`config.mk`:
```
export PLATFORM = sky130hd
export DESIGN_NAME = dcache_ctrl_flat
export DESIGN_NICKNAME = d
export VERILOG_FILES = /design/src/rtl/dcache_ctrl_if.sv /design/src/rtl/dcache_ctrl.sv /design/src/flat_wrapper.sv
export SDC_FILE = /design/constraint.sdc
export NUM_CORES = 1
export LEC_CHECK = 0
export ABC_CLOCK_PERIOD_IN_PS = 7000
export CAP_MARGIN = 15
export CORE_ASPECT_RATIO = 1.5
export CORE_MARGIN = 2
export CORE_UTILIZATION = 59
export CTS_BUF_LIST = sky130_fd_sc_hd__clkbuf_8
export CTS_CLUSTER_DIAMETER = 80
export DETAILED_ROUTE_END_ITERATION = 16
export GPL_ROUTABILITY_DRIVEN = 0
export PLACE_DENSITY_LB_ADDON = 0.12
export SLEW_MARGIN = 20
export SYNTH_ARGS = -nofsm -noshare
export SYNTH_HDL_FRONTEND = slang
export SYNTH_SLANG_ARGS = --single-unit
```
`constraint.sdc`:
```
create_clock -name clk -period 7 [get_ports clk]
set_clock_uncertainty 0.15 [all_clocks]
set_input_delay 1.4 -clock clk [delete_from_list [all_inputs] [get_ports clk]]
set_output_delay 1.4 -clock clk [all_outputs]
set_load 0.005 [all_outputs]
```
`src/rtl/dcache_ctrl_if.sv`:
```
// dcache_ctrl_if: groups the MEM-stage request bus and the backing-memory
// req/ack port of the data cache controller.
//
// Memory handshake: the cache raises mem_req with mem_we/mem_addr/mem_wdata
// and holds all of them constant until the memory returns a one-cycle
// mem_ack. The transfer completes on the rising edge where mem_req and
// mem_ack are both high. mem_req drops (or moves to the next transfer) in
// the following cycle. An ack seen while mem_req is low means nothing.
interface dcache_ctrl_if #(
    parameter int ADDR_W = 22
);
    logic              re;
    logic              we;
    logic [ADDR_W-1:0] addr;
    logic [31:0]       wdata;
    logic [31:0]       rdata;
    logic              cache_hit;
    logic              stall;
    logic              mem_req;
    logic              mem_we;
    logic [ADDR_W-1:0] mem_addr;
    logic [31:0]       mem_wdata;
    logic [31:0]       mem_rdata;
    logic              mem_ack;

    // Environment side: MEM stage plus backing memory.
    modport master (
        output re, we, addr, wdata, mem_rdata, mem_ack,
        input  rdata, cache_hit, stall, mem_req, mem_we, mem_addr, mem_wdata
    );

    // Cache controller side.
    modport slave (
        input  re, we, addr, wdata, mem_rdata, mem_ack,
        output rdata, cache_hit, stall, mem_req, mem_we, mem_addr, mem_wdata
    );
endinterface

```
`src/rtl/dcache_ctrl.sv`:
```
// dcache_ctrl: direct-mapped, write-back, write-allocate data cache with
// one-word lines. Hits complete combinationally in IDLE. A miss stalls the
// pipeline, writes back a dirty victim, then refills the line.
// Optional feature macro: DCACHE_FLUSH_EN adds flush/flush_done and a FLUSH
// state that writes back every dirty line while keeping it valid.
module dcache_ctrl #(
    parameter int LINES  = 16,
    parameter int ADDR_W = 22
) (
    input  logic               clk,
    input  logic               rst_n,
    dcache_ctrl_if.slave       bus,
`ifdef DCACHE_FLUSH_EN
    input  logic               flush,
    output logic               flush_done,
`endif
    output logic [1:0]         state_dbg_o
);
    localparam int IDX_W = $clog2(LINES);
    localparam int TAG_W = ADDR_W - IDX_W;

    typedef enum logic [1:0] {
        ST_IDLE      = 2'd0,
        ST_WRITEBACK = 2'd1,
        ST_ALLOCATE  = 2'd2
`ifdef DCACHE_FLUSH_EN
        , ST_FLUSH   = 2'd3
`endif
    } state_e;

    state_e            state_q;
    logic [LINES-1:0]  valid_q;
    logic [LINES-1:0]  dirty_q;
    logic [TAG_W-1:0]  tag_q  [LINES];
    logic [31:0]       data_q [LINES];
    logic [ADDR_W-1:0] miss_addr_q;
    logic              mem_req_q;
    logic              mem_we_q;
    logic [ADDR_W-1:0] mem_addr_q;
    logic [31:0]       mem_wdata_q;
`ifdef DCACHE_FLUSH_EN
    localparam logic [IDX_W-1:0] LAST_IDX = IDX_W'(LINES - 1);
    logic [IDX_W-1:0]  flush_idx_q;
    logic              flushing_q;
    logic              flush_done_q;
`endif

    logic [IDX_W-1:0]  req_idx;
    logic [TAG_W-1:0]  req_tag;
    logic [IDX_W-1:0]  miss_idx;
    logic [TAG_W-1:0]  miss_tag;
    logic              access;
    logic              line_hit;
    logic              flush_req;
    logic              hit;

    // Address slicing and hit detection; a pending flush outranks loads/stores.
    always_comb begin
        req_idx   = bus.addr[IDX_W-1:0];
        req_tag   = bus.addr[ADDR_W-1:IDX_W];
        miss_idx  = miss_addr_q[IDX_W-1:0];
        miss_tag  = miss_addr_q[ADDR_W-1:IDX_W];
        access    = bus.re | bus.we;
        line_hit  = valid_q[req_idx] && (tag_q[req_idx] == req_tag);
        flush_req = 1'b0;
`ifdef DCACHE_FLUSH_EN
        flush_req = flush;
`endif
        hit = rst_n && (state_q == ST_IDLE) && !flush_req && access && line_hit;
    end

    assign bus.cache_hit = hit;
    assign bus.rdata     = (hit && bus.re) ? data_q[req_idx] : 32'h0;
    assign bus.stall     = rst_n && ((state_q != ST_IDLE) || flush_req ||
                                     (access && !line_hit));
    assign bus.mem_req   = mem_req_q;
    assign bus.mem_we    = mem_we_q;
    assign bus.mem_addr  = mem_addr_q;
    assign bus.mem_wdata = mem_wdata_q;
    assign state_dbg_o   = state_q;
`ifdef DCACHE_FLUSH_EN
    assign flush_done    = flush_done_q;
`endif

    // Controller FSM together with line storage and registered memory-port outputs.
    always_ff @(posedge clk) begin
        if (!rst_n) begin
            state_q      <= ST_IDLE;
            valid_q      <= '0;
            dirty_q      <= '0;
            miss_addr_q  <= '0;
            mem_req_q    <= 1'b0;
            mem_we_q     <= 1'b0;
            mem_addr_q   <= '0;
            mem_wdata_q  <= '0;
`ifdef DCACHE_FLUSH_EN
            flush_idx_q  <= '0;
            flushing_q   <= 1'b0;
            flush_done_q <= 1'b0;
`endif
        end else begin
`ifdef DCACHE_FLUSH_EN
            flush_done_q <= 1'b0;
`endif
            case (state_q)
                ST_IDLE: begin
`ifdef DCACHE_FLUSH_EN
                    if (flush) begin
                        state_q     <= ST_FLUSH;
                        flush_idx_q <= '0;
                    end else
`endif
                    if (access) begin
                        if (line_hit) begin
                            // Store (or simultaneous load+store) updates the line in place.
                            if (bus.we) begin
                                data_q[req_idx]  <= bus.wdata;
                                dirty_q[req_idx] <= 1'b1;
                            end
                        end else begin
                            miss_addr_q <= bus.addr;
                            mem_req_q   <= 1'b1;
                            if (valid_q[req_idx] && dirty_q[req_idx]) begin
                                state_q     <= ST_WRITEBACK;
                                mem_we_q    <= 1'b1;
                                mem_addr_q  <= {tag_q[req_idx], req_idx};
                                mem_wdata_q <= data_q[req_idx];
                            end else begin
                                state_q    <= ST_ALLOCATE;
                                mem_we_q   <= 1'b0;
                                mem_addr_q <= bus.addr;
                            end
                        end
                    end
                end

                ST_WRITEBACK: begin
                    if (bus.mem_ack) begin
`ifdef DCACHE_FLUSH_EN
                        if (flushing_q) begin
                            dirty_q[flush_idx_q] <= 1'b0;
                            flushing_q           <= 1'b0;
                            mem_req_q            <= 1'b0;
                            mem_we_q             <= 1'b0;
                            if (flush_idx_q == LAST_IDX) begin
                                flush_done_q <= 1'b1;
                                state_q      <= ST_IDLE;
                            end else begin
                                flush_idx_q <= flush_idx_q + IDX_W'(1);
                                state_q     <= ST_FLUSH;
                            end
                        end else
`endif
                        begin
                            // Refill follows back-to-back with no idle cycle.
                            state_q    <= ST_ALLOCATE;
                            mem_we_q   <= 1'b0;
                            mem_addr_q <= miss_addr_q;
                        end
                    end
                end

                ST_ALLOCATE: begin
                    if (bus.mem_ack) begin
                        data_q[miss_idx]  <= bus.mem_rdata;
                        tag_q[miss_idx]   <= miss_tag;
                        valid_q[miss_idx] <= 1'b1;
                        dirty_q[miss_idx] <= 1'b0;
                        mem_req_q         <= 1'b0;
                        state_q           <= ST_IDLE;
                    end
                end

`ifdef DCACHE_FLUSH_EN
                ST_FLUSH: begin
                    if (valid_q[flush_idx_q] && dirty_q[flush_idx_q]) begin
                        state_q     <= ST_WRITEBACK;
                        flushing_q  <= 1'b1;
                        mem_req_q   <= 1'b1;
                        mem_we_q    <= 1'b1;
                        mem_addr_q  <= {tag_q[flush_idx_q], flush_idx_q};
                        mem_wdata_q <= data_q[flush_idx_q];
                    end else if (flush_idx_q == LAST_IDX) begin
                        flush_done_q <= 1'b1;
                        state_q      <= ST_IDLE;
                    end else begin
                        flush_idx_q <= flush_idx_q + IDX_W'(1);
                    end
                end
`endif

                default: state_q <= ST_IDLE;
            endcase
        end
    end
endmodule

```
`src/flat_wrapper.sv`:
```
// flat-port wrapper written by rule: the top's interface ports become plain ports
module dcache_ctrl_flat 
#(
    parameter int LINES  = 16,
    parameter int ADDR_W = 22
)
  (clk, rst_n, state_dbg_o, bus_re, bus_we, bus_addr, bus_wdata, bus_mem_rdata, bus_mem_ack, bus_rdata, bus_cache_hit, bus_stall, bus_mem_req, bus_mem_we, bus_mem_addr, bus_mem_wdata);
  dcache_ctrl_if #(.ADDR_W(ADDR_W)) bus_i ();
  input  logic clk;
  input  logic rst_n;
  output logic [1:0] state_dbg_o;
  input wire logic [$bits(bus_i.re)-1:0] bus_re;
  input wire logic [$bits(bus_i.we)-1:0] bus_we;
  input wire logic [$bits(bus_i.addr)-1:0] bus_addr;
  input wire logic [$bits(bus_i.wdata)-1:0] bus_wdata;
  input wire logic [$bits(bus_i.mem_rdata)-1:0] bus_mem_rdata;
  input wire logic [$bits(bus_i.mem_ack)-1:0] bus_mem_ack;
  output wire logic [$bits(bus_i.rdata)-1:0] bus_rdata;
  output wire logic [$bits(bus_i.cache_hit)-1:0] bus_cache_hit;
  output wire logic [$bits(bus_i.stall)-1:0] bus_stall;
  output wire logic [$bits(bus_i.mem_req)-1:0] bus_mem_req;
  output wire logic [$bits(bus_i.mem_we)-1:0] bus_mem_we;
  output wire logic [$bits(bus_i.mem_addr)-1:0] bus_mem_addr;
  output wire logic [$bits(bus_i.mem_wdata)-1:0] bus_mem_wdata;
  assign bus_i.re = bus_re;
  assign bus_i.we = bus_we;
  assign bus_i.addr = bus_addr;
  assign bus_i.wdata = bus_wdata;
  assign bus_i.mem_rdata = bus_mem_rdata;
  assign bus_i.mem_ack = bus_mem_ack;
  assign bus_rdata = bus_i.rdata;
  assign bus_cache_hit = bus_i.cache_hit;
  assign bus_stall = bus_i.stall;
  assign bus_mem_req = bus_i.mem_req;
  assign bus_mem_we = bus_i.mem_we;
  assign bus_mem_addr = bus_i.mem_addr;
  assign bus_mem_wdata = bus_i.mem_wdata;
  dcache_ctrl #(.LINES(LINES), .ADDR_W(ADDR_W)) u_core (.clk(clk), .rst_n(rst_n), .bus(bus_i), .state_dbg_o(state_dbg_o));
endmodule
```
==> results of run 1 <==
cells in the final DEF, fill, tap and decap left out, drive strengths merged, types with 5 or more instances in the layout:
cell           netlist  layout
nand2b               5       5
o32ai                5       5
clkinv               0      33
a41oi                8       8
or3                 10      10
edfxtp             800     800
clkinvlp             0       5
a22oi               32      32
a211oi              25      25
a21oi               43      43
and2                39      39
inv                 13      67
a21o                17      17
xnor2               17      17
a31oi                7       7
mux2i              131     131
clkdlybuf4s50        0     177
o22ai                9       9
nor2                53      53
a21boi               5       5
clkbuf              73     148
nor2b               12      12
nand2              227     227
a311o               12      12
nand3               47      47
dfxtp              112     112
mux2                15      15
and3                 5       5
nor3                29      29
xor2                 8       8
a22o                 8       8
buf                 65      80
nand4                6       6
o21ai               64      64
mux4               210     210
cells by family after synthesis:
| kind of cell | count (synthesis) | synth area share, % |
|---|---|---|
| flip-flops | 912 | 70.7 |
| AND/OR/NAND/NOR | 445 | 5.55 |
| multiplexers | 356 | 16.7 |
| AO/OA/AOI/OAI | 253 | 4.56 |
| buffers and inverters | 151 | 1.89 |
| XOR/XNOR | 25 | 0.589 |
metal layers:
| metal | share of wire [%] | track usage, % |
|---|---|---|
| met1 | 36 | 37.2 |
| met2 | 51 | 50.3 |
| met3 | 7.9 | 5.29 |
| met4 | 4.7 | 14.1 |
| met5 | 0.014 | 0 |
state kept, by name (all words and copies together) (netlist names), 2 cells and up:
name                  flops
u_core.bus.mem_addr      22
u_core.tag_q            288
u_core.data_q           512
u_core.miss_addr_q       22
u_core.valid_q           16
u_core.dirty_q           16
u_core.bus.mem_wdata     32
u_core.state_dbg_o        2
where the power goes:
| part | switching [uW] | internal (uW) | total (uW) |
|---|---|---|---|
| registers | 54.3 | 5980 | 6040 |
| clock network | 1990 | 2060 | 4050 |
| logic | 414 | 297 | 711 |
| total | 2460 | 8340 | 10800 |
worst paths after layout:
| path | from | endpoint | slack (ns) | cells past startpoint |
|---|---|---|---|---|
| worst min-delay path | u_core.valid_q[2] | u_core.valid_q[2] | 0.30 | 1 |
| worst max-delay path | bus_addr[0] | bus_rdata[13] | 0.36 | 13 |
| worst max register to register | u_core.tag_q[4][15] | u_core.data_q[13][19] | 2.41 | 10 |
| worst min register to register | u_core.valid_q[2] | u_core.valid_q[2] | 0.30 | 1 |
cell type report:
class	count	share of cell area (%)
Timing Repair Buffer	257	6.20
Clock buffer	148	4.74
Multi-Input combinational cell	1079	24.4
Antenna cell	2	0.0116
Sequential cell	912	61.1
Inverter	13	0.113
Tap cell	798	2.32
Clock inverter	95	1.15
per-stage QoR:
| step | total power, uW | hold WS, ns | cells | utilization [%] |
|---|---|---|---|---|
| after floorplan | 6560 | 0.271 | 2142 | - |
| after global routing | 11100 | 0.315 | 3304 | 69.1 |
| after global placement | 6840 | 0.278 | 3059 | 65.0 |
| final | 10800 | 0.301 | 3304 | 69.1 |
| after detailed placement | 6860 | 0.289 | 3059 | 65.0 |
| after CTS | 10800 | 0.304 | 3302 | 69.1 |
==> flow_metrics.tcl, run 1 <==
set metrics [dict create \
    cp.required_ns 5.45 \
    fillers 4141 \
    drc_errors 0 \
    critPathKind "in -> out" \
    drv_cap 0 \
    numPortBuffers 182 \
    ant_nets 0 \
    worstPathArrival_ns 5.09 \
    slew_viol_final 0 \
    area_growth_pct 15.7 \
    syn_inst 2142 \
    path_delay_family "buffers and inverters" \
    timing.final.ws_setup_ns 0.361 \
    drt_wl_total_mm 95.0 \
    max_freq_mhz 151 \
    timing.final.crit_share_pct 94.8 \
    synthFlopType "edfxtp_1" \
    grt_pass1_vias 21900 \
    clock-sinks 912 \
    row_count 112 \
    avgSynthCellArea_um2 17.3 \
    ios 183 \
    via_per_inst 6.47 \
    die-area_mm2 0.0650 \
    p_leak_uw 0.0148 \
    power.density_mw_per_mm2 251 \
    wl_per_cell_um 28.8 \
    vias 21400 \
    critical_path.startpoint_type "input port" \
    path_cells "buf_8, buf_4, buf_4, mux2i_1, xnor2_1, nor4_1, a31oi_1, nor3_4, nand2_1, nor3_4, buf_12, and2_1, clkdlybuf4s50_1" \
    coreArea_mm2 0.0622 \
    yosysMostFrequentCell "edfxtp_1" \
    clk_path_buf_depth 3 \
    grt_pass1_wl_mm 139 \
    clk-insertion-delay-late_ns 0.76 \
    cts_tree "done" \
    path_clk_slew_ns 0.06 \
    post_cts.repair.setup_buffers 0 \
    async_flop_share_pct 0 \
    max-vdd-ir-drop_v 0.000171 \
    maxSlewHeadroom_pct 28.5 \
    pre_cts_slack_ns 0.405 \
    drive_gt1_share_pct 21.1 \
    initial_core_util_pct 59.7 \
    cts_hold_buf 0 \
    cts-root-buf "clkbuf_8" \
    status "finished clean" \
    yosysTopAreaCell "edfxtp_1" \
    cpPeakStageDelay_ns 0.51 \
    cp-end-kind "output port" \
    critPathBufInv 5 \
    synthDistinctLibCells 65 \
    postCtsResizedCells 0 \
    multi_input_area_mm2 0.0105 \
    hold_class "reg -> reg" \
    dpl.hpwl_mm 56.6 \
    setup_viol 0 \
    tns_ns 0 \
    firstDrtPassIters 7 \
    synth_area_mm2 0.0371 \
    grtUsageTotal_pct 29.6 \
    final-seq-area_mm2 0.0263 \
    grt_overflow 0 \
    synth_edf_count 800 \
    critical_path.slowest_cell "clkdlybuf4s50_1" \
    die_h_um 311 \
    ys_top_cells_by_area "edfxtp_1 (65%), mux4_2 (13%), dfxtp_1 (6.0%)" \
    nNetsFinal 2487 \
    ys_top_cells_by_count "edfxtp_1 (800), nand2_1 (227), mux4_2 (210)" \
    yosys_warnings 0 \
    period_minus_slack_ns 6.64 \
    design_area_mm2 0.0430 \
    finalHoldViolations 0 \
    critPathMaxFanout 36 \
    synth_fp_nets 2233 \
    place_area_mm2 0.0405 \
    ys_seq_elements 912 \
    cts_buffers 133 \
    drt_iter0_drc 2394 \
    grt_max_degree 73 \
    netlist.area_leader.share_pct 64.7 \
    cts-htree-levels 4 \
    rsz0062_at_grt "false" \
    antenna_found_initial 5 \
    yosysSeqAreaShare_pct 70.7 \
    fp.dieW_um 209 \
    tightest_slew_ns 1.07 \
]
No activity file was read; power rests on OpenSTA's default activity.
==> run 2, diff against run 1 <==
--- a/config.mk
+++ b/config.mk
@@ -15,7 +15,7 @@
 export DETAILED_ROUTE_END_ITERATION = 16
 export GPL_ROUTABILITY_DRIVEN = 0
 export PLACE_DENSITY_LB_ADDON = 0.12
-export SLEW_MARGIN = 20
+export SLEW_MARGIN = 5
 export SYNTH_ARGS = -nofsm -noshare
 export SYNTH_HDL_FRONTEND = slang
 export SYNTH_SLANG_ARGS = --single-unit
==> run 2 against run 1 <==
  * Via count shrank 0.35%
  * Cell count barely moved
  * Critical path depth did not move
  * Die area unchanged
  * Cell area about the same
  * Routed wire length is essentially flat
  * Register-to-register slack got worse by 0.02 ns
  * Sequential cell count did not move
  * Non-clock buffer count rose by 1
  * Utilization about the same
  * Power about the same
  * Critical path type unchanged
  * Largest power group unchanged
  * Highest routed layer unchanged
==> flow_metrics.tcl, run 2 (synthesis gave the netlist of run 1 again) <==
set metrics [dict create \
    drc_errors 0 \
    vias 21300 \
    design_area_mm2 0.0430 \
    firstDrtPassIters 6 \
    power_frac_seq_pct 55.9 \
    cts-htree-levels 4 \
    cts_hold_buf 0 \
    cpPeakStageDelay_ns 0.51 \
    coreArea_mm2 0.0622 \
    grt_overflow 0 \
    drt_wl_total_mm 95.1 \
    rsz0062_at_grt "false" \
    critPathMaxFanout 36 \
    ant_nets 0 \
    clock-sinks 912 \
    critPathLaunch "bus_addr[0]" \
    fillers 4141 \
    max-vdd-ir-drop_v 0.000172 \
    p_comb_share_pct 6.6 \
    finalHoldViolations 0 \
    die_h_um 311 \
    numPortBuffers 182 \
    cp-end-kind "output port" \
    power.density_mw_per_mm2 251 \
    cts_buffers 133 \
    drt_iter0_drc 2348 \
    cp.required_ns 5.45 \
    grt_pass1_vias 21900 \
    cp-endpoint "bus_rdata[13]" \
    clk-insertion-delay-late_ns 0.76 \
    place_area_mm2 0.0405 \
    die-area_mm2 0.0650 \
    rr_endpoint "u_core.data_q[13][19]" \
    postCtsResizedCells 0 \
    period_minus_slack_ns 6.61 \
    setup_viol 0 \
    cts-root-buf "clkbuf_8" \
    maxSlewHeadroom_pct 29.0 \
    drive_gt1_share_pct 21.1 \
    grt_pass1_wl_mm 139 \
    path_cells "buf_8, buf_4, buf_4, mux2i_1, xnor2_1, nor4_1, a31oi_1, nor3_4, nand2_1, nor3_4, buf_12, and2_1, clkdlybuf4s50_1" \
    p_sw_uw 2460 \
    grt_max_degree 73 \
    dpl.hpwl_mm 56.6 \
    rr_startpoint "u_core.tag_q[4][15]" \
    cts_tree "done" \
    power_frac_clock_pct 37.5 \
    critPathKind "in -> out" \
    ios 183 \
    drv_cap 0 \
    initial_core_util_pct 59.7 \
    p_int_uw 8340 \
    worstPathArrival_ns 5.06 \
    tns_ns 0 \
    regToRegSetupSlack_ns 2.39 \
    path_clk_slew_ns 0.06 \
    clk_path_buf_depth 3 \
    p_leak_uw 0.0148 \
    fp.dieW_um 209 \
    hold_class "reg -> reg" \
    via_per_inst 6.45 \
    p_sw_share_pct 22.8 \
    area_growth_pct 15.8 \
    final_common_cell "edfxtp_1" \
    critical_path.startpoint_type "input port" \
    timing.final.crit_share_pct 94.4 \
    antenna_found_initial 5 \
    row_count 112 \
    worst_r2r_path_depth 10 \
    top_register "u_core.data_q" \
    nNetsFinal 2488 \
    post_cts.repair.setup_buffers 0 \
    max_freq_mhz 151 \
    wl_per_cell_um 28.8 \
    slew_viol_final 0 \
    grtUsageTotal_pct 29.6 \
    tightest_slew_ns 1.06 \
    largest_register_ffs 512 \
    critical_path.slowest_cell "clkdlybuf4s50_1" \
    final_cell_mix "edfxtp_1 (800), nand2_1 (226), mux4_2 (210), clkdlybuf4s50_1 (177), clkbuf_8 (148)" \
    status "finished clean" \
]
run 2: cell types whose count changed in the layout (fill, tap and decap cells not counted):
cell,previous run,this run
buf_6,1,2
nor2_1,34,35
nor2_2,1,0
run 2: critical path: cells and delay by family:
family | cells | cell delay (ns)
AO/OA/AOI/OAI | 1 | 0.16
multiplexers | 1 | 0.33
XOR/XNOR | 1 | 0.10
buffers and inverters | 5 | 1.87
AND/OR/NAND/NOR | 5 | 1.13
run 2: worst min path at each step:
stage                  startpoint                  to  slack, ns  depth (start not counted)
5_1_grt         u_core.valid_q[8]   u_core.valid_q[8]       0.31                          1
4_1_cts         u_core.valid_q[2]   u_core.valid_q[2]       0.30                          1
6_report        u_core.valid_q[2]   u_core.valid_q[2]       0.30                          1
2_1_floorplan  u_core.valid_q[10]  u_core.valid_q[10]       0.27                          1
3_5_place_dp    u_core.valid_q[2]   u_core.valid_q[2]       0.29                          1
3_3_place_gp    u_core.valid_q[7]   u_core.valid_q[7]       0.28                          1
run 2: layout make-up:
cell class	instances	area [um^2]	share of cell area, %
Multi-Input combinational cell	1079	10500	24.4
Clock inverter	95	493	1.15
Sequential cell	912	26300	61.1
Tap cell	798	998	2.32
Timing Repair Buffer	258	2680	6.23
Inverter	13	48.8	0.113
Antenna cell	2	5.00	0.0116
Clock buffer	148	2040	4.74
run 2: per-stage QoR:
stage	std cells	power [uW]	utilization (%)	hold slack, ns	worst slack, ns
2_1_floorplan	2142	6560	-	0.271	1.11
3_5_place_dp	3059	6860	65.0	0.289	0.405
6_report	3305	10800	69.1	0.302	0.393
5_1_grt	3305	11100	69.1	0.315	0.127
3_3_place_gp	3059	6840	65.0	0.278	0.477
4_1_cts	3302	10800	69.1	0.304	0.369
run 2: layer usage:
metal  GRT usage, %  share of wire (%)  vias up
li1               -                  -     9071
met4           14.1                4.5        2
met2           50.3                 51     1142
met5              0              0.014        -
met3           5.29                7.7      256
met1           37.2                 36    10800
run 2: power groups by stage:
stage               Clock, uW  Combinational, uW  Sequential (uW)
floorplan                   0                432             6130
global route             4330                754             6040
CTS                      4100                709             6030
finish                   4050                712             6040
detailed placement          0                706             6150
global placement            0                693             6140
==> run 3, diff against run 2 <==
--- a/config.mk
+++ b/config.mk
@@ -12,6 +12,7 @@
 export CORE_UTILIZATION = 59
 export CTS_BUF_LIST = sky130_fd_sc_hd__clkbuf_8
 export CTS_CLUSTER_DIAMETER = 80
+export CTS_CLUSTER_SIZE = 28
 export DETAILED_ROUTE_END_ITERATION = 16
 export GPL_ROUTABILITY_DRIVEN = 0
 export PLACE_DENSITY_LB_ADDON = 0.12
==> run 3 against run 2 <==
  * Global-route usage is 0.93 points lower
  * Routed wire length is 2.2% lower
  * Cell area is 4.3% lower
  * Combinational power is 0.6% lower
  * Sequential share of layout area is 2.7 points higher
==> flow_metrics.tcl, run 3 (synthesis gave the netlist of run 1 again) <==
set metrics [dict create \
    status "finished clean" \
    dpl.hpwl_mm 56.6 \
    cp-end-kind "output port" \
    critical_path.slowest_cell "clkdlybuf4s50_1" \
    cpPeakStageDelay_ns 0.51 \
    power.total_uw 8840 \
    max-vdd-ir-drop_v 0.000147 \
    final_common_cell "edfxtp_1" \
    grt_max_degree 73 \
    antenna_found_initial 5 \
    cts_buffers 38 \
    final_cell_mix "edfxtp_1 (800), nand2_1 (226), mux4_2 (210), clkdlybuf4s50_1 (177), mux2i_1 (131)" \
    critPathBufInv 5 \
    cts_tree "done" \
    fillers 4333 \
    timing.final.crit_share_pct 94.2 \
    drv_cap 0 \
    max_freq_mhz 152 \
    slew_viol_final 0 \
    area_growth_pct 10.8 \
    p_leak_uw 0.0137 \
    critical_path.startpoint_type "input port" \
    path_cells "buf_8, buf_4, buf_4, mux2i_1, xnor2_1, nor4_1, a31oi_1, nor3_4, nand2_1, nor3_4, buf_12, and2_1, clkdlybuf4s50_1" \
    initial_core_util_pct 59.7 \
    cts-htree-levels 2 \
    clock-sinks 912 \
    coreArea_mm2 0.0622 \
    cts_hold_buf 0 \
    holdPathStages 2 \
    ant_nets 0 \
    via_per_inst 6.60 \
    fp.dieW_um 209 \
    worst_r2r_path_depth 10 \
    critPathMaxFanout 36 \
    critPathKind "in -> out" \
    min_to "u_core.bus.mem_wdata[0]" \
    grt_pass1_wl_mm 136 \
    postCtsResizedCells 0 \
    numPortBuffers 182 \
    grt_overflow 0 \
    clk_path_buf_depth 3 \
    clk-insertion-delay-late_ns 0.69 \
    min-delay-start "u_core.bus.mem_wdata[0]" \
    die-area_mm2 0.0650 \
    grtUsageTotal_pct 28.7 \
    nNetsFinal 2392 \
    drt_wl_total_mm 93.0 \
    largest_register_ffs 512 \
    post_cts.repair.setup_buffers 0 \
    period_minus_slack_ns 6.59 \
    path_clk_slew_ns 0.15 \
    drc_errors 0 \
    rr_startpoint "u_core.tag_q[14][15]" \
    finalHoldViolations 0 \
    rr_endpoint "u_core.data_q[13][20]" \
    vias 20600 \
    firstDrtPassIters 5 \
    drt_iter0_drc 2351 \
    setup_viol 0 \
    top_register "u_core.data_q" \
    grt_pass1_vias 20800 \
    die_h_um 311 \
    ios 183 \
    cp.required_ns 5.45 \
    regToRegSetupSlack_ns 2.39 \
    cts-root-buf "clkbuf_8" \
    power.density_mw_per_mm2 215 \
    worstPathArrival_ns 5.04 \
    path_delay_family "buffers and inverters" \
    drive_gt1_share_pct 17.0 \
    critPathLaunch "bus_addr[0]" \
    maxSlewHeadroom_pct 12.8 \
    rsz0062_at_grt "false" \
    tns_ns 0 \
    row_count 112 \
    hold_class "reg -> reg" \
    tightest_slew_ns 1.30 \
    wl_per_cell_um 29.7 \
]
run 3: changes by cell type in the layout (fill, tap and decap cells not counted), moves of 4 or more:
cell	before	now
clkbuf_8	148	40
clkinv_1	18	0
clkinv_2	15	0
clkinvlp_4	5	1
inv_1	62	38
inv_6	4	0
run 3: layer usage:
metal	share of wire [%]	track usage [%]	routed length [um]
met1	37	36.9	34400
met2	52	49.9	47900
met3	7.3	3.77	6770
met4	4.1	11.4	3840
met5	0.030	0	28
run 3: layout make-up:
class	count	area [um^2]	share of cell area, %
tap	798	998	2.43
multi-input combinational	1079	10500	25.5
inverter	13	48.8	0.119
timing repair buffer	257	2670	6.48
sequential	912	26300	63.8
clock inverter	29	144	0.350
antenna	2	5.00	0.0122
clock buffer	40	551	1.34
run 3: how the worst max path moves through the flow:
stage | end | slack, ns | cells after the start
5_1_grt | bus_rdata[13] | 0.15 | 13
3_5_place_dp | bus_rdata[13] | 0.40 | 13
6_report | bus_rdata[13] | 0.41 | 13
3_3_place_gp | bus_rdata[13] | 0.48 | 13
4_1_cts | bus_rdata[13] | 0.37 | 13
2_1_floorplan | u_core.data_q[11][0] | 1.11 | 13
run 3: tightest hold or removal path, stage by stage, from the launching register on:
cell and delay, ns:
dfxtp_1 0.34, nand2_1 0.05, mux2i_1 0.05
run 3: power by group:
part	internal [uW]	switching [uW]
Sequential	5980	54.0
Combinational	297	411
Clock	584	1520
Total	6860	1980
run 3: through the flow:
step                      std cells  hold slack (ns)  util (%)  area (um^2)  setup WS (ns)
after detailed placement       3059            0.289      65.0        40500          0.405
after floorplan                2142            0.271         -        37100           1.11
final                          3130            0.320      66.1        41200          0.407
after global routing           3130            0.339      66.1        41200          0.147
after CTS                      3128            0.324      66.1        41200          0.369
after global placement         3059            0.278      65.0        40500          0.477
